### config.mk
export PLATFORM = sky130hd
export DESIGN_NAME = mdio_master
export DESIGN_NICKNAME = d
export VERILOG_FILES = /design/src/rtl/mdio_master.sv
export SDC_FILE = /design/constraint.sdc
export NUM_CORES = 1
export LEC_CHECK = 0
export BUFFER_PORTS_ARGS = -buffer_cell sky130_fd_sc_hd__buf_2
export CAP_MARGIN = 20
export CELL_PAD_IN_SITES_DETAIL_PLACEMENT = 0
export CELL_PAD_IN_SITES_GLOBAL_PLACEMENT = 1
export CORE_MARGIN = 4
export CORE_UTILIZATION = 40
export DETAILED_ROUTE_END_ITERATION = 10
export HOLD_SLACK_MARGIN = 0.15
export PLACE_DENSITY_LB_ADDON = 0.25
export SLEW_MARGIN = 20
export SYNTH_ARGS = -nofsm -noshare
export SYNTH_HDL_FRONTEND = slang
export SYNTH_SLANG_ARGS = --single-unit
### constraint.sdc
create_clock -name clk -period 2 [get_ports clk]
set_input_delay 0.1 -clock clk [delete_from_list [all_inputs] [get_ports clk]]
set_output_delay 0.1 -clock clk [all_outputs]
set_load 0.005 [all_outputs]
### src/rtl/mdio_master.sv
// mdio_master: serialises single clause-22 register read/write requests as
// 64-bit MDIO frames (plus one release bit) on MDC/MDIO and returns the
// result on a one-cycle response strobe.
module mdio_master #(
  parameter int CLK_DIV = 20
) (
  input  logic        clk,
  input  logic        rst,
  input  logic        req_valid,
  output logic        req_ready,
  input  logic        req_write,
  input  logic [4:0]  req_phy,
  input  logic [4:0]  req_reg,
  input  logic [15:0] req_wdata,
  output logic        rsp_valid,
  output logic [15:0] rsp_rdata,
  output logic        rsp_err,
  output logic        mdc,
  output logic        mdio_o,
  output logic        mdio_oe,
  input  logic        mdio_i
);

  localparam int DIV_W = $clog2(CLK_DIV);
  localparam logic [DIV_W-1:0] DIV_LAST = DIV_W'(CLK_DIV - 1);

  typedef enum logic [2:0] {
    S_IDLE,
    S_PRE,
    S_HDR,
    S_TA,
    S_DATA,
    S_GAP
  } state_t;

  state_t           r_state;
  state_t           w_state_next;
  logic [5:0]       w_bitcnt_load;

  logic [DIV_W-1:0] r_div;
  logic [5:0]       r_bitcnt;
  logic             r_mdc;
  logic             r_mdio_o;
  logic             r_mdio_oe;
  logic             r_write;
  logic [31:0]      r_tx;
  logic [15:0]      r_rx;
  logic             r_ta_err;
  logic             r_rsp_valid;
  logic [15:0]      r_rsp_rdata;
  logic             r_rsp_err;

  logic             w_accept;
  logic             w_busy;
  logic             w_wrap;
  logic             w_rise;
  logic             w_bit_end;
  logic             w_last;

  assign w_accept  = (r_state == S_IDLE) && req_valid;
  assign w_busy    = (r_state != S_IDLE);
  assign w_wrap    = (r_div == DIV_LAST);
  // The divider wrap while MDC is low raises MDC (sample point); the wrap
  // while MDC is high drops it and closes the current bit.
  assign w_rise    = w_busy && w_wrap && !r_mdc;
  assign w_bit_end = w_busy && w_wrap && r_mdc;
  assign w_last    = (r_bitcnt == 6'd0);

  assign req_ready = (r_state == S_IDLE);
  assign rsp_valid = r_rsp_valid;
  assign rsp_rdata = r_rsp_rdata;
  assign rsp_err   = r_rsp_err;
  assign mdc       = r_mdc;
  assign mdio_o    = r_mdio_o;
  assign mdio_oe   = r_mdio_oe;

  // State register.
  always_ff @(posedge clk) begin
    if (rst) begin
      r_state <= S_IDLE;
    end else begin
      r_state <= w_state_next;
    end
  end

  // Next-state: each field state advances when its last bit closes; also
  // selects the bit-count reload for the state being entered.
  always_comb begin
    w_state_next  = r_state;
    w_bitcnt_load = 6'd0;
    case (r_state)
      S_IDLE:  if (req_valid)            w_state_next = S_PRE;
      S_PRE:   if (w_bit_end && w_last)  w_state_next = S_HDR;
      S_HDR:   if (w_bit_end && w_last)  w_state_next = S_TA;
      S_TA:    if (w_bit_end && w_last)  w_state_next = S_DATA;
      S_DATA:  if (w_bit_end && w_last)  w_state_next = S_GAP;
      S_GAP:   if (w_bit_end && w_last)  w_state_next = S_IDLE;
      default:                           w_state_next = S_IDLE;
    endcase
    case (w_state_next)
      S_PRE:   w_bitcnt_load = 6'd31;
      S_HDR:   w_bitcnt_load = 6'd13;
      S_TA:    w_bitcnt_load = 6'd1;
      S_DATA:  w_bitcnt_load = 6'd15;
      default: w_bitcnt_load = 6'd0;
    endcase
  end

  // Datapath: MDC divider, bit counter, serialiser, read sampler, response.
  always_ff @(posedge clk) begin
    if (rst) begin
      r_div       <= '0;
      r_bitcnt    <= 6'd0;
      r_mdc       <= 1'b0;
      r_mdio_o    <= 1'b1;
      r_mdio_oe   <= 1'b0;
      r_write     <= 1'b0;
      r_tx        <= '0;
      r_rx        <= '0;
      r_ta_err    <= 1'b0;
      r_rsp_valid <= 1'b0;
      r_rsp_rdata <= '0;
      r_rsp_err   <= 1'b0;
    end else begin
      r_rsp_valid <= 1'b0;
      if (w_accept) begin
        // Everything after the preamble: ST, OP, PHYAD, REGAD, TA, DATA.
        r_write   <= req_write;
        r_tx      <= {2'b01, (req_write ? 2'b01 : 2'b10), req_phy, req_reg,
                      2'b10, req_wdata};
        r_bitcnt  <= 6'd31;
        r_div     <= '0;
        r_mdc     <= 1'b0;
        r_mdio_o  <= 1'b1;
        r_mdio_oe <= 1'b1;
        r_rx      <= '0;
        r_ta_err  <= 1'b0;
      end else if (w_busy) begin
        if (w_wrap) begin
          r_div <= '0;
          r_mdc <= ~r_mdc;
        end else begin
          r_div <= r_div + DIV_W'(1);
        end

        if (w_rise) begin
          // The PHY must pull the second TA bit low; a high level means no PHY answered.
          if (r_state == S_TA && w_last) r_ta_err <= mdio_i;
          if (r_state == S_DATA)         r_rx     <= {r_rx[14:0], mdio_i};
        end

        if (w_bit_end) begin
          r_bitcnt <= w_last ? w_bitcnt_load : r_bitcnt - 6'd1;
          // Drive the upcoming bit while MDC goes low.
          case (w_state_next)
            S_PRE: begin
              r_mdio_o  <= 1'b1;
              r_mdio_oe <= 1'b1;
            end
            S_HDR: begin
              r_mdio_o  <= r_tx[31];
              r_mdio_oe <= 1'b1;
              r_tx      <= {r_tx[30:0], 1'b0};
            end
            S_TA, S_DATA: begin
              r_mdio_o  <= r_write ? r_tx[31] : 1'b1;
              r_mdio_oe <= r_write;
              r_tx      <= {r_tx[30:0], 1'b0};
            end
            default: begin
              r_mdio_o  <= 1'b1;
              r_mdio_oe <= 1'b0;
            end
          endcase
          if (r_state == S_GAP && w_last) begin
            r_rsp_valid <= 1'b1;
            r_rsp_rdata <= r_write ? 16'h0000 : r_rx;
            r_rsp_err   <= r_write ? 1'b0 : r_ta_err;
          end
        end
      end
    end
  end

endmodule

==> qor.yml <==
clock_network:
  cts.sinks: 85
  cts_root_buf: "clkbuf_8"
  cts_max_level: 3
  insertion_delay_ps: 350
  clk_path_buf_depth: 2
  cts_tree: "done"
  clk_pin_slew_ps: 80
  cts_buffers: 9
yosys:
  synth_area_leaders: "dfxtp_1, a21oi_1, nand2_1"
  yosys_warnings: 0
  ys_types: 51
  synth_top_area_share_pct: 46.1
  seq_area_frac_synth_pct: 46.1
  synth-edff-count: 0
  synth_area_leader_cell: "dfxtp_1"
  syn_avg_cell_area_um2: 8.83
  synthesis.area_um2: 3690
  ys.flop_type: "dfxtp_1"
  synthArstFlopShare_pct: 0
  synthCells: 418
  syn_nets: 452
  synth-seq-cells: 85
final_layout:
  multi_input_area_um2: 1820
  fin_nets: 542
  drive_gt1_share_pct: 21.9
  final_cells: 620
  final_area_um2: 4640
  antenna_cells: 0
  fillers: 880
  ff_latch_area_um2: 1700
  syn2layout_area_growth_pct: 25.8
floorplan:
  io_pins: 53
  die_w_um: 104
  die_y_um: 104
  core_um2: 8850
  rows: 34
  initial_core_util_pct: 41.7
  die-area_um2: 10800
critical_path:
  required_ps: 2290
  setup.worst_path.class: "reg -> reg"
  crit_arrival_ps: 2230
  cp_max_fo: 5
  worst_setup_path_end_kind: "flip-flop"
  crit_path_start_kind: "flip-flop"
timing:
  setup_viol: 0
  maxSlewViolCount: 0
  period_minus_slack_ps: 1940
  slew_headroom_pct: 61.8
  clock.fmax_mhz: 517
  tightest_slew_ps: 572
  hold_violations: 0
  timing.final.crit_share_pct: 96.8
  fin_worst_skew_ps: 11.7
placement:
  placed_cells: 575
  io_buffers: 52
  dp_hpwl_um: 5760
  globalplace.congestion: 0.889
  dpl_cell_area_um2: 4130
global_route:
  track_usage_pct: 15.8
  grt_pass1_vias: 3076
  antenna_found_initial: 0
  grt_pass1_wl_um: 14500
  grt_max_degree: 31
  overflow: 0
detailed_routing:
  routedWlPerCell_um: 13.5
  drcViolationCount: 0
  ant_nets: 0
  first_pass_iters: 5
  wirelength_um: 8400
  vias: 3217
  drt_iter0_markers: 164
  avgViaCountPerCell: 5.19
power_and_ir_drop:
  ir_worst_vdd_uv: 385
  p_leak_nw: 1.74
  p_per_area_nw_per_um2: 723
run:
  maxCapViolations: 0
status:
  status: "finished clean"
worst_hold_path:
  hold_class: "in -> reg"
==> flip-flops by register name (all words and copies together) (netlist names) <==
| signal | cells |
|---|---|
| r_ta_err | 1 |
| rsp_err | 1 |
| r_tx | 32 |
| mdio_o | 1 |
| r_div | 5 |
| r_rx | 16 |
| rsp_rdata | 16 |
| rsp_valid | 1 |
| r_bitcnt | 6 |
| r_state | 3 |
| mdio_oe | 1 |
| r_write | 1 |
| mdc | 1 |
==> power by group <==
group	internal, mW	switching, mW
registers	1.75	0.0411
logic	0.180	0.199
clock network	0.578	0.612
total	2.51	0.853
==> cell usage after synthesis (6+ instances only) <==
| cell type | number |
|---|---|
| buf_2 | 11 |
| dfxtp_1 | 85 |
| nor3_1 | 6 |
| nand3b_1 | 17 |
| a21oi_1 | 55 |
| nor2_1 | 42 |
| clkbuf_1 | 9 |
| a22oi_1 | 24 |
| mux2i_1 | 22 |
| buf_6 | 6 |
| o21ai_0 | 13 |
| nand2_1 | 61 |
==> kinds of logic (layout without fill, tap and decap cells) <==
kind of cell	after synthesis	count (layout)	synth area share, %
AO/OA/AOI/OAI	113	113	19.4
XOR/XNOR	2	2	0.475
adder cells (fa/ha/maj)	3	3	1.02
buffers and inverters	35	129	5.59
flip-flops	85	85	46.1
multiplexers	22	22	5.97
AND/OR/NAND/NOR	158	158	21.5
==> worst paths after layout <==
path / startpoint / to / slack, ps / depth (start not counted)
hold / removal: req_valid / r_bitcnt[4] / 190 / 3
setup / recovery: r_bitcnt[0] / mdio_o / 60 / 7
hold reg to reg: rsp_rdata[8] / rsp_rdata[8] / 450 / 2
setup reg to reg: r_bitcnt[0] / mdio_o / 60 / 7
==> routing by layer <==
layer | GRT usage, % | routed length, µm
met1 | 21.3 | 4150
met2 | 25.1 | 3740
met3 | 3.97 | 402
met4 | 4.27 | 108
met5 | 0 | 0
==> layout make-up <==
type	count	share of cell area, %
clock inverters	5	1.29
inverters	6	0.593
multi-input cells	298	39.1
flip-flops and latches	85	36.6
well taps	108	2.91
clock buffers	10	2.75
repair buffers	108	16.7
==> placed cells by master, fill, tap and decap left out, types with 4 or more instances in the layout <==
master	netlist	final
nand2_1	61	60
clkbuf_8	0	9
buf_4	3	26
o21ai_0	13	13
mux2i_1	22	22
a31oi_1	4	4
nand3b_1	17	17
dlygate4sd3_1	0	28
buf_2	11	52
dfxtp_1	85	85
a21oi_1	55	55
inv_1	5	5
a22oi_1	24	24
nor3_1	6	6
nor2_1	42	42
==> per-stage QoR <==
stage	total power [mW]	hold slack (ps)	TNS, ps	setup WS, ps	util [%]
2_1_floorplan	2.05	239	0	201	-
3_3_place_gp	2.15	337	0	114	46.6
3_5_place_dp	2.15	334	0	30.2	46.6
4_1_cts	3.39	171	0	3.22	51.9
5_1_grt	3.53	211	-4.78	-4.78	52.5
6_report	3.36	194	0	64.3	52.5
==> critical path, stage by stage, from the launching register on <==
cell and delay [ps]:
dfxtp_1 400, inv_1 100, ha_1 240, and3b_1 210
nand2_1 190, nor2_1 130, a222oi_1 390, o32a_1 220
==> timing repair <==
item / CTS / global route
endpoints found under the setup margin: 0 / 33
gates resized for setup: 0 / 7
hold buffers: 28 / 0
buffers inserted: 0 / 2
endpoints found under the hold margin: 31 / 0
Power figures use the tool's default switching activity.
